$ cat src/rtl/bus_pkg.sv
`default_nettype none
// ============================================================================
// Module   : bus_pkg
// Brief    : Shared types, width helpers and select-width constants for rr_bus.
// Revision : 1.0 - initial release
// ============================================================================
package bus_pkg;

    // ceil(log2(value)); 0 for value <= 1
    function automatic int clog2(input int value);
        int r;
        r = 0;
        for (int v = value - 1; v > 0; v = v >> 1) begin
            r++;
        end
        return r;
    endfunction

    // Index width with a floor of one bit so single-port builds still elaborate
    function automatic int sel_width(input int n);
        return (clog2(n) < 1) ? 1 : clog2(n);
    endfunction

    typedef enum logic [1:0] {
        IDLE      = 2'd0,
        WAIT_RESP = 2'd1,
        ERR_RESP  = 2'd2
    } bus_state_e;

    localparam int c_DEFAULT_NR_HOSTS   = 2;
    localparam int c_DEFAULT_NR_DEVICES = 2;
    localparam int c_HOST_SEL_W         = sel_width(c_DEFAULT_NR_HOSTS);
    localparam int c_DEVICE_SEL_W       = sel_width(c_DEFAULT_NR_DEVICES);

endpackage
`default_nettype wire

$ cat src/rtl/rr_arbiter.sv
`default_nettype none
// ============================================================================
// Module   : rr_arbiter
// Brief    : Round-robin requester selection with an owned rotating pointer.
// Revision : 1.0 - initial release
// ============================================================================
module rr_arbiter
    import bus_pkg::*;
#(
    parameter  int NrHosts = 2,
    localparam int c_SEL_W = sel_width(NrHosts)
) (
    input  logic               clk,
    input  logic               rst,
    input  logic [NrHosts-1:0] i_req,
    input  logic               i_advance,
    output logic [c_SEL_W-1:0] o_sel,
    output logic               o_valid
);

    logic [c_SEL_W-1:0] r_ptr;
    logic [c_SEL_W-1:0] w_idx;

    // Scan from the farthest offset down so the nearest requester at/after the pointer wins
    always_comb begin
        o_sel   = '0;
        o_valid = 1'b0;
        w_idx   = '0;
        for (int i = NrHosts - 1; i >= 0; i--) begin
            w_idx = c_SEL_W'((int'(r_ptr) + i) % NrHosts);
            if (i_req[w_idx]) begin
                o_sel   = w_idx;
                o_valid = 1'b1;
            end
        end
    end

    always_ff @(posedge clk or posedge rst) begin
        if (rst) begin
            r_ptr <= '0;
        end else if (i_advance && o_valid) begin
            r_ptr <= (o_sel == c_SEL_W'(NrHosts - 1)) ? '0 : o_sel + c_SEL_W'(1);
        end
    end

endmodule
`default_nettype wire

$ cat src/rtl/rr_bus.sv
`default_nettype none
// ============================================================================
// Module   : rr_bus
// Brief    : Round-robin host-to-device interconnect, one outstanding transaction.
// Revision : 1.0 - initial release
// ============================================================================
module rr_bus
    import bus_pkg::*;
#(
    parameter  int NrHosts       = 2,
    parameter  int NrDevices     = 2,
    parameter  int DataWidth     = 32,
    parameter  int AddressWidth  = 32,
    parameter  int TimeoutCycles = 0,
    localparam int c_BE_W        = DataWidth / 8
) (
    input  logic                    clk_i,
    input  logic                    rst_i,
    input  logic [NrHosts-1:0]      host_req_i,
    output logic [NrHosts-1:0]      host_gnt_o,
    input  logic [AddressWidth-1:0] host_addr_i   [NrHosts],
    input  logic [NrHosts-1:0]      host_we_i,
    input  logic [c_BE_W-1:0]       host_be_i     [NrHosts],
    input  logic [DataWidth-1:0]    host_wdata_i  [NrHosts],
    output logic [NrHosts-1:0]      host_rvalid_o,
    output logic [NrHosts-1:0]      host_err_o,
    output logic [DataWidth-1:0]    host_rdata_o  [NrHosts],
    output logic [NrDevices-1:0]    device_req_o,
    input  logic [NrDevices-1:0]    device_gnt_i,
    output logic [AddressWidth-1:0] device_addr_o [NrDevices],
    output logic [NrDevices-1:0]    device_we_o,
    output logic [c_BE_W-1:0]       device_be_o   [NrDevices],
    output logic [DataWidth-1:0]    device_wdata_o[NrDevices],
    input  logic [NrDevices-1:0]    device_rvalid_i,
    input  logic [DataWidth-1:0]    device_rdata_i[NrDevices],
    input  logic [AddressWidth-1:0] cfg_device_addr_base[NrDevices],
    input  logic [AddressWidth-1:0] cfg_device_addr_mask[NrDevices]
);

    localparam int c_HOST_W  = sel_width(NrHosts);
    localparam int c_DEV_W   = sel_width(NrDevices);
    localparam int c_CNT_W   = sel_width(TimeoutCycles + 1);
    localparam int c_TO_LAST = (TimeoutCycles > 0) ? TimeoutCycles - 1 : 0;

    bus_state_e          r_state;
    bus_state_e          w_state_next;
    logic [c_HOST_W-1:0] r_host_sel;
    logic [c_DEV_W-1:0]  r_dev_sel;
    logic [c_CNT_W-1:0]  r_cnt;

    logic [c_HOST_W-1:0] w_host_sel;
    logic                w_host_valid;
    logic                w_advance;
    logic [c_DEV_W-1:0]  w_dev_sel;
    logic                w_dev_hit;
    logic                w_timeout;

    rr_arbiter #(
        .NrHosts (NrHosts)
    ) u_arbiter (
        .clk       (clk_i),
        .rst       (rst_i),
        .i_req     (host_req_i),
        .i_advance (w_advance),
        .o_sel     (w_host_sel),
        .o_valid   (w_host_valid)
    );

    // Descending scan leaves the lowest matching region as the winner
    always_comb begin
        w_dev_hit = 1'b0;
        w_dev_sel = '0;
        for (int d = NrDevices - 1; d >= 0; d--) begin
            if ((host_addr_i[w_host_sel] & cfg_device_addr_mask[d]) == cfg_device_addr_base[d]) begin
                w_dev_hit = 1'b1;
                w_dev_sel = c_DEV_W'(d);
            end
        end
    end

    assign w_timeout = (TimeoutCycles > 0) && (r_cnt == c_CNT_W'(c_TO_LAST));

    always_comb begin
        w_state_next  = r_state;
        w_advance     = 1'b0;
        host_gnt_o    = '0;
        host_rvalid_o = '0;
        host_err_o    = '0;
        device_req_o  = '0;
        device_we_o   = '0;
        for (int h = 0; h < NrHosts; h++) begin
            host_rdata_o[h] = '0;
        end
        for (int d = 0; d < NrDevices; d++) begin
            device_addr_o[d]  = '0;
            device_be_o[d]    = '0;
            device_wdata_o[d] = '0;
        end

        case (r_state)
            IDLE: begin
                if (w_host_valid) begin
                    if (w_dev_hit) begin
                        device_req_o[w_dev_sel]   = 1'b1;
                        device_addr_o[w_dev_sel]  = host_addr_i[w_host_sel];
                        device_we_o[w_dev_sel]    = host_we_i[w_host_sel];
                        device_be_o[w_dev_sel]    = host_be_i[w_host_sel];
                        device_wdata_o[w_dev_sel] = host_wdata_i[w_host_sel];
                        if (device_gnt_i[w_dev_sel]) begin
                            host_gnt_o[w_host_sel] = 1'b1;
                            w_advance              = 1'b1;
                            w_state_next           = WAIT_RESP;
                        end
                    end else begin
                        host_gnt_o[w_host_sel] = 1'b1;
                        w_advance              = 1'b1;
                        w_state_next           = ERR_RESP;
                    end
                end
            end
            WAIT_RESP: begin
                if (device_rvalid_i[r_dev_sel]) begin
                    host_rvalid_o[r_host_sel] = 1'b1;
                    host_rdata_o[r_host_sel]  = device_rdata_i[r_dev_sel];
                    w_state_next              = IDLE;
                end else if (w_timeout) begin
                    host_rvalid_o[r_host_sel] = 1'b1;
                    host_err_o[r_host_sel]    = 1'b1;
                    w_state_next              = IDLE;
                end
            end
            ERR_RESP: begin
                host_rvalid_o[r_host_sel] = 1'b1;
                host_err_o[r_host_sel]    = 1'b1;
                w_state_next              = IDLE;
            end
            default: begin
                w_state_next = IDLE;
            end
        endcase
    end

    always_ff @(posedge clk_i or posedge rst_i) begin
        if (rst_i) begin
            r_state    <= IDLE;
            r_host_sel <= '0;
            r_dev_sel  <= '0;
            r_cnt      <= '0;
        end else begin
            r_state <= w_state_next;
            if (w_advance) begin
                r_host_sel <= w_host_sel;
                r_dev_sel  <= w_dev_sel;
            end
            // Counter only runs while a response is still pending
            if ((r_state == WAIT_RESP) && (w_state_next == WAIT_RESP)) begin
                r_cnt <= r_cnt + c_CNT_W'(1);
            end else begin
                r_cnt <= '0;
            end
        end
    end

endmodule
`default_nettype wire
$ cat config.mk
export PLATFORM = sky130hd
export DESIGN_NAME = rr_bus
export DESIGN_NICKNAME = d
export VERILOG_FILES = /design/src/rtl/bus_pkg.sv /design/src/rtl/rr_arbiter.sv /design/src/rtl/rr_bus.sv
export SDC_FILE = /design/constraint.sdc
export NUM_CORES = 1
export LEC_CHECK = 0
export CORE_AREA = 5 5 208 210
export DETAILED_ROUTE_END_ITERATION = 8
export DIE_AREA = 0 0 213 215
export SLEW_MARGIN = 20
export SYNTH_ARGS = -nofsm -noshare
export SYNTH_HDL_FRONTEND = slang
export SYNTH_SLANG_ARGS = --single-unit
$ cat constraint.sdc
create_clock -name clk_i -period 9 [get_ports clk_i]
set_input_delay 1.35 -clock clk_i [delete_from_list [all_inputs] [get_ports clk_i]]
set_output_delay 1.35 -clock clk_i [all_outputs]
set_load 0.05 [all_outputs]
* After elaboration in Yosys (flattened, before gate mapping)
Index checks and enable logic that the tools add are counted.
Word-level totals: register bits after elaboration 5, logic and storage cells 122, output and inout port bits 210, bits of input ports 338
Operators by class: mux-type cells 75, bitwise gates (word level) 11, eq/ne operators 7, reduce and logical (&&, ||, !) cells 8, add/subtract/negate cells 2, order comparisons 15
Operators with widths (number):
- $mux 64 | 8
- $mux 32 | 11
- $and 64x64->64 | 3
- $and 32x32->32 | 2
- $demux 32 s1 | 2
- $eq 32x32->1 | 2
- $mux 2 | 16
- $mux 1 | 25
- $mux 8 | 3
- $mux 4 | 4
- $lt 1x2->1 const B | 6
- $and 8x8->8 | 1
- $ge 2x2->1 const B | 4
- $not 1->2 | 4
- $pmux 2 s2 | 2
- $logic_and 1x1->1 | 6
- $demux 4 s1 | 1
- $lt 2x1->1 const B | 2
- $demux 1 s1 | 3
- $ge 1x1->1 const B | 3
- $ne 3x3->1 const B | 1
- $reduce_and 3->1 | 1
- $add 1x1->1 const B | 2
- $and 2x2->2 | 1
- 5 further kinds | 5

* Logic depth before layout (Yosys ltp)
Gate-level depths: netlist of the first run.
depth in word-level cells 22, gate-level depth with buffers 14

* Modules after synthesis
From an unflattened synthesis of the first run, not the netlist that was laid out.
Second synthesis, totals: cells, all modules 624, area, all modules 3667.3 um2
By module, submodules not included:
- rr_bus | sequential area each 100.1 um2, cells an instance 617, instances 1, area an instance 3609.7 um2
- rr_arbiter | sequential area each 25.0 um2, cells an instance 7, instances 1, area an instance 57.6 um2

* Worst setup path before layout of the first run
No wires, ideal clock.
path kind input-to-output, from in host_req_i[0], to out device_be_o[0] in the netlist's numbering, buffers on the path 4, arrival time 4.495 ns, cell stages on the path 13, slack 3.155 ns, cells stage by stage nand2b_4 > and2_1 > buf_2 > buf_6 > buf_2 > o211ai_1 > nand4_1 > or4_1 > or4_4 > nor2b_4 > nand3_2 > buf_2 > nor2_1
RTL lines:
- from (decl) | RTL line rr_bus.sv:19 | input logic [NrHosts-1:0] host_req_i,
- to (decl) | RTL line rr_bus.sv:32 | output logic [c_BE_W-1:0] device_be_o [NrDevices],

==> results.toml, run 1 <==
[yosys]
yosys.area.top_type_share = 0.1965
yosys_most_used_dff = "sky130_fd_sc_hd__dfrtp_1"
count_of_flip_flops_with_a_built_in_enable_after_synthesis = 0
yosysWarnings = 0
yosys-top-cells-area = "sky130_fd_sc_hd__o211ai_1, sky130_fd_sc_hd__nor2_1, sky130_fd_sc_hd__mux2i_1"
synth.ff_latch_count = 5
yosys-top-cells-count = "sky130_fd_sc_hd__nor2_1, sky130_fd_sc_hd__o211ai_1, sky130_fd_sc_hd__nand4_1"
synthCells = 845
per_instance_average_area_after_synthesis_um2 = 5.787
post-synth-top-area-cell = "sky130_fd_sc_hd__o211ai_1"
netlist_cell_types = 35
syn-cell-area_um2 = 4890
synth.yosys.seq_area_share = 0.02559
synth_async_sr_flop_share = 1.000
syn-num-nets = 1186
post-synth-top-count-cell = "sky130_fd_sc_hd__nor2_1"

[global_routing]
grt_pass1_wl_mm = 53.01
grt_antenna_before_repair = 7
largest_net_degree_at_the_start_of_global_routing = 86
gr-usage-all-layers = 0.1492
gr-total-overflow = 0
grt_pass1_vias = 8506

[worst_setup_path]
path_cells = "clkdlybuf4s50_1 -> nand2b_4 -> and2_4 -> buf_4 -> o211ai_1 -> nand4_1 -> or4_1 -> or4_4 -> nor2b_4 -> nand3_4 -> buf_12 -> nor2_1 -> clkdlybuf4s50_1"
reg2reg_launch_point = "u_arbiter.r_ptr$_DFFE_PP0P_"
required_ns = 7.65
path_common_cell = "sky130_fd_sc_hd__clkdlybuf4s50_1"
critPathCaptureType = "output port"
critical_path.startpoint_type = "primary input"
crit_path_start = "host_req_i[0]"
crit_path_max_incr_delay_ns = 0.83
critical_path_peak_fanout = 55
slowest_stage = "sky130_fd_sc_hd__clkdlybuf4s50_1"
rrSetupSlack_ns = 4.68
worst_setup_path_endpoint = "device_wdata_o[31]"
worst_r2r_path_depth = 10
critPathKind = "primary input to output port"
worstPathArrival_ns = 6.66
rr_endpoint = "r_dev_sel$_DFFE_PP0P_"

[drt]
ant_nets = 0
drc = 0
vias_per_cell = 4.482
drt_first_pass_iters = 5
drt-total-wl_mm = 37.35
routed-via-count = 8435
detail_route.iter0.violations = 582
post_drt_wl_per_cell_um = 19.85

[clock_network]
cts.repair.resized = 0
cts_root_buffer = "sky130_fd_sc_hd__clkbuf_16"
cts.sink_count = 5
cts.repair_timing.setup_buffer_count = 0
cts_tree = "done"
worst_skew_pair.late_latency_ns = 0.23
clk_path_buf_depth = 2
cts_hold_buffers = 0
clk_transition_reported_paths_ns = 0.03
ctsHtreeMaxLevel = 1
cts_inserted_buffers = 3

[timing]
finalSetupTns_ns = 0
layout_worst_path_cycle_share = 0.8898
final_max_slew_viol_count = 0
timing_worst_slew_pin_value_ns = 0.9348
setup_viol = 0
clock-skew-final_ns = 0.001430
fmax_achieved_mhz = 124.9
setup_repair_after_global_routing_missed_its_margin = "false"
slew-limit-headroom = 0.3768
period_minus_slack_ns = 8.008
finalHoldViolations = 0

[die]
core_um2 = 41380
rows = 75
io_pins = 548
die_boundary_height_um = 215
die_x_um = 213
fp.dieArea_um2 = 45800
initial_core_util = 0.1182

[layout]
final_net_count = 1682
fill_cells = 4503
area.growth.synth_to_final_pct = 123.0
layout-drive-gt1-share = 0.02015
finish.instance_area_um2 = 10900

[min_path]
worst_hold_path_type = "flop to flop"

[placed_design]
gp_congestion = 0.8905
placed_area_um2 = 10820
place_hpwl_mm = 31.67
buffers_on_ports = 547

[power]
vdd.ir_drop.worst_mv = 0.05305
leakagePower_nw = 3.992
pwr_density_cell_nw_per_um2 = 52.34

[job]
drv.max_cap_violation_count = 0

[outcome]
outcome = "completed"
[cell usage in the layout (no fill, tap or decap), drive strengths merged, types with 2 or more instances in the layout]
| master | netlist | layout |
|---|---|---|
| and3 | 33 | 33 |
| clkbuf | 33 | 4 |
| and2 | 3 | 3 |
| diode | 0 | 3 |
| o211ai | 128 | 128 |
| nand4 | 96 | 96 |
| mux2i | 71 | 71 |
| nand3 | 2 | 2 |
| or2 | 2 | 2 |
| buf | 33 | 13 |
| nand2 | 70 | 70 |
| inv | 73 | 73 |
| dfrtp | 5 | 5 |
| ha | 3 | 3 |
| clkdlybuf4s50 | 0 | 544 |
| nor2b | 2 | 2 |
| o2bb2ai | 2 | 2 |
| or4 | 10 | 10 |
| nor2 | 236 | 236 |
| a21boi | 34 | 34 |
[cell families after synthesis]
group                      Yosys count  synth area share
and+or+nand+nor                    457            0.4358
AOI/OAI and AO/OA                  169            0.2628
adders and majority gates            3          0.007677
buffers and inverters              139            0.1205
DFF                                  5           0.02559
muxes                               72            0.1476
[through the flow]
step / setup slack, ns / hold WS, ns / instances / utilization / total power [mW]
floorplan: 3.155 / 0.5054 / 845 / - / 0.2469
global placement: 0.9721 / 0.5270 / 1875 / 0.2614 / 0.4930
detailed placement: 0.8903 / 0.5400 / 1875 / 0.2614 / 0.4982
CTS: 0.8892 / 0.5474 / 1879 / 0.2633 / 0.5753
global route: 0.7222 / 0.5781 / 1881 / 0.2634 / 0.6127
finish: 0.9920 / 0.5422 / 1882 / 0.2635 / 0.5707
[how the worst min path moves through the flow]
stage / start / to / slack (ns) / cells past startpoint
after floorplan: u_arbiter.r_ptr$_DFFE_PP0P_ / u_arbiter.r_ptr$_DFFE_PP0P_ / 0.51 / 1
after global placement: u_arbiter.r_ptr$_DFFE_PP0P_ / u_arbiter.r_ptr$_DFFE_PP0P_ / 0.53 / 1
after detailed placement: u_arbiter.r_ptr$_DFFE_PP0P_ / u_arbiter.r_ptr$_DFFE_PP0P_ / 0.54 / 1
after CTS: u_arbiter.r_ptr$_DFFE_PP0P_ / u_arbiter.r_ptr$_DFFE_PP0P_ / 0.55 / 1
after global routing: u_arbiter.r_ptr$_DFFE_PP0P_ / u_arbiter.r_ptr$_DFFE_PP0P_ / 0.58 / 1
final: u_arbiter.r_ptr$_DFFE_PP0P_ / u_arbiter.r_ptr$_DFFE_PP0P_ / 0.54 / 1
[critical path: cells and delay by family]
kind	cells	cell delay [ns]
compound gates	1	0.32
buf+inv	4	2.02
simple gates	8	2.84
[report_power, final]
group          switching (mW)  total [mW]  internal, mW  leakage [nW]
Combinational           0.246       0.468         0.222          3.89
Sequential            0.00252      0.0290        0.0265        0.0615
Clock                  0.0148      0.0736        0.0587        0.0382
Total                   0.263       0.571         0.307          3.99
[routing by layer]
layer | GRT usage | share of wire | wire length, um | up-vias
met3 | 0.03631 | 0.083 | 3083 | 45
met5 | 0 | 0.0014 | 51 | -
li1 | - | - | - | 4039
met1 | 0.1921 | 0.42 | 15720 | 3946
met4 | 0.02667 | 0.018 | 678 | 8
met2 | 0.2551 | 0.48 | 17820 | 397
[layout make-up]
class	instances	area (um^2)	area share
antenna	3	7.507	0.0006885
multi-input combinational	701	4188	0.3841
inverter	73	274.0	0.02513
timing repair buffer	557	5555	0.5095
sequential	5	126.4	0.01159
tap	539	674.4	0.06185
clock buffer	4	78.83	0.007229
[state kept, by name (all words and copies together), names as in the netlist]
register         count
r_dev_sel            1
u_arbiter.r_ptr      1
r_host_sel           1
r_state              2
Note: power is estimated with default switching activity, not from simulation.
==> inputs of run 2 (changes only) <==
--- a/config.mk
+++ b/config.mk
@@ -8,7 +8,7 @@
 export CORE_AREA = 5 5 208 210
 export DETAILED_ROUTE_END_ITERATION = 8
 export DIE_AREA = 0 0 213 215
-export SLEW_MARGIN = 20
+export SLEW_MARGIN = 15
 export SYNTH_ARGS = -nofsm -noshare
 export SYNTH_HDL_FRONTEND = slang
 export SYNTH_SLANG_ARGS = --single-unit
==> results of run 2 <==
Final layout, timing and power as in run 1 (identical DEF).
==> inputs of run 3 (changes only) <==
--- a/config.mk
+++ b/config.mk
@@ -6,6 +6,7 @@
 export NUM_CORES = 1
 export LEC_CHECK = 0
 export CORE_AREA = 5 5 208 210
+export CTS_CLUSTER_SIZE = 8
 export DETAILED_ROUTE_END_ITERATION = 8
 export DIE_AREA = 0 0 213 215
 export SLEW_MARGIN = 15
==> results of run 3 <==
Final layout, timing and power as in run 1 (identical DEF).
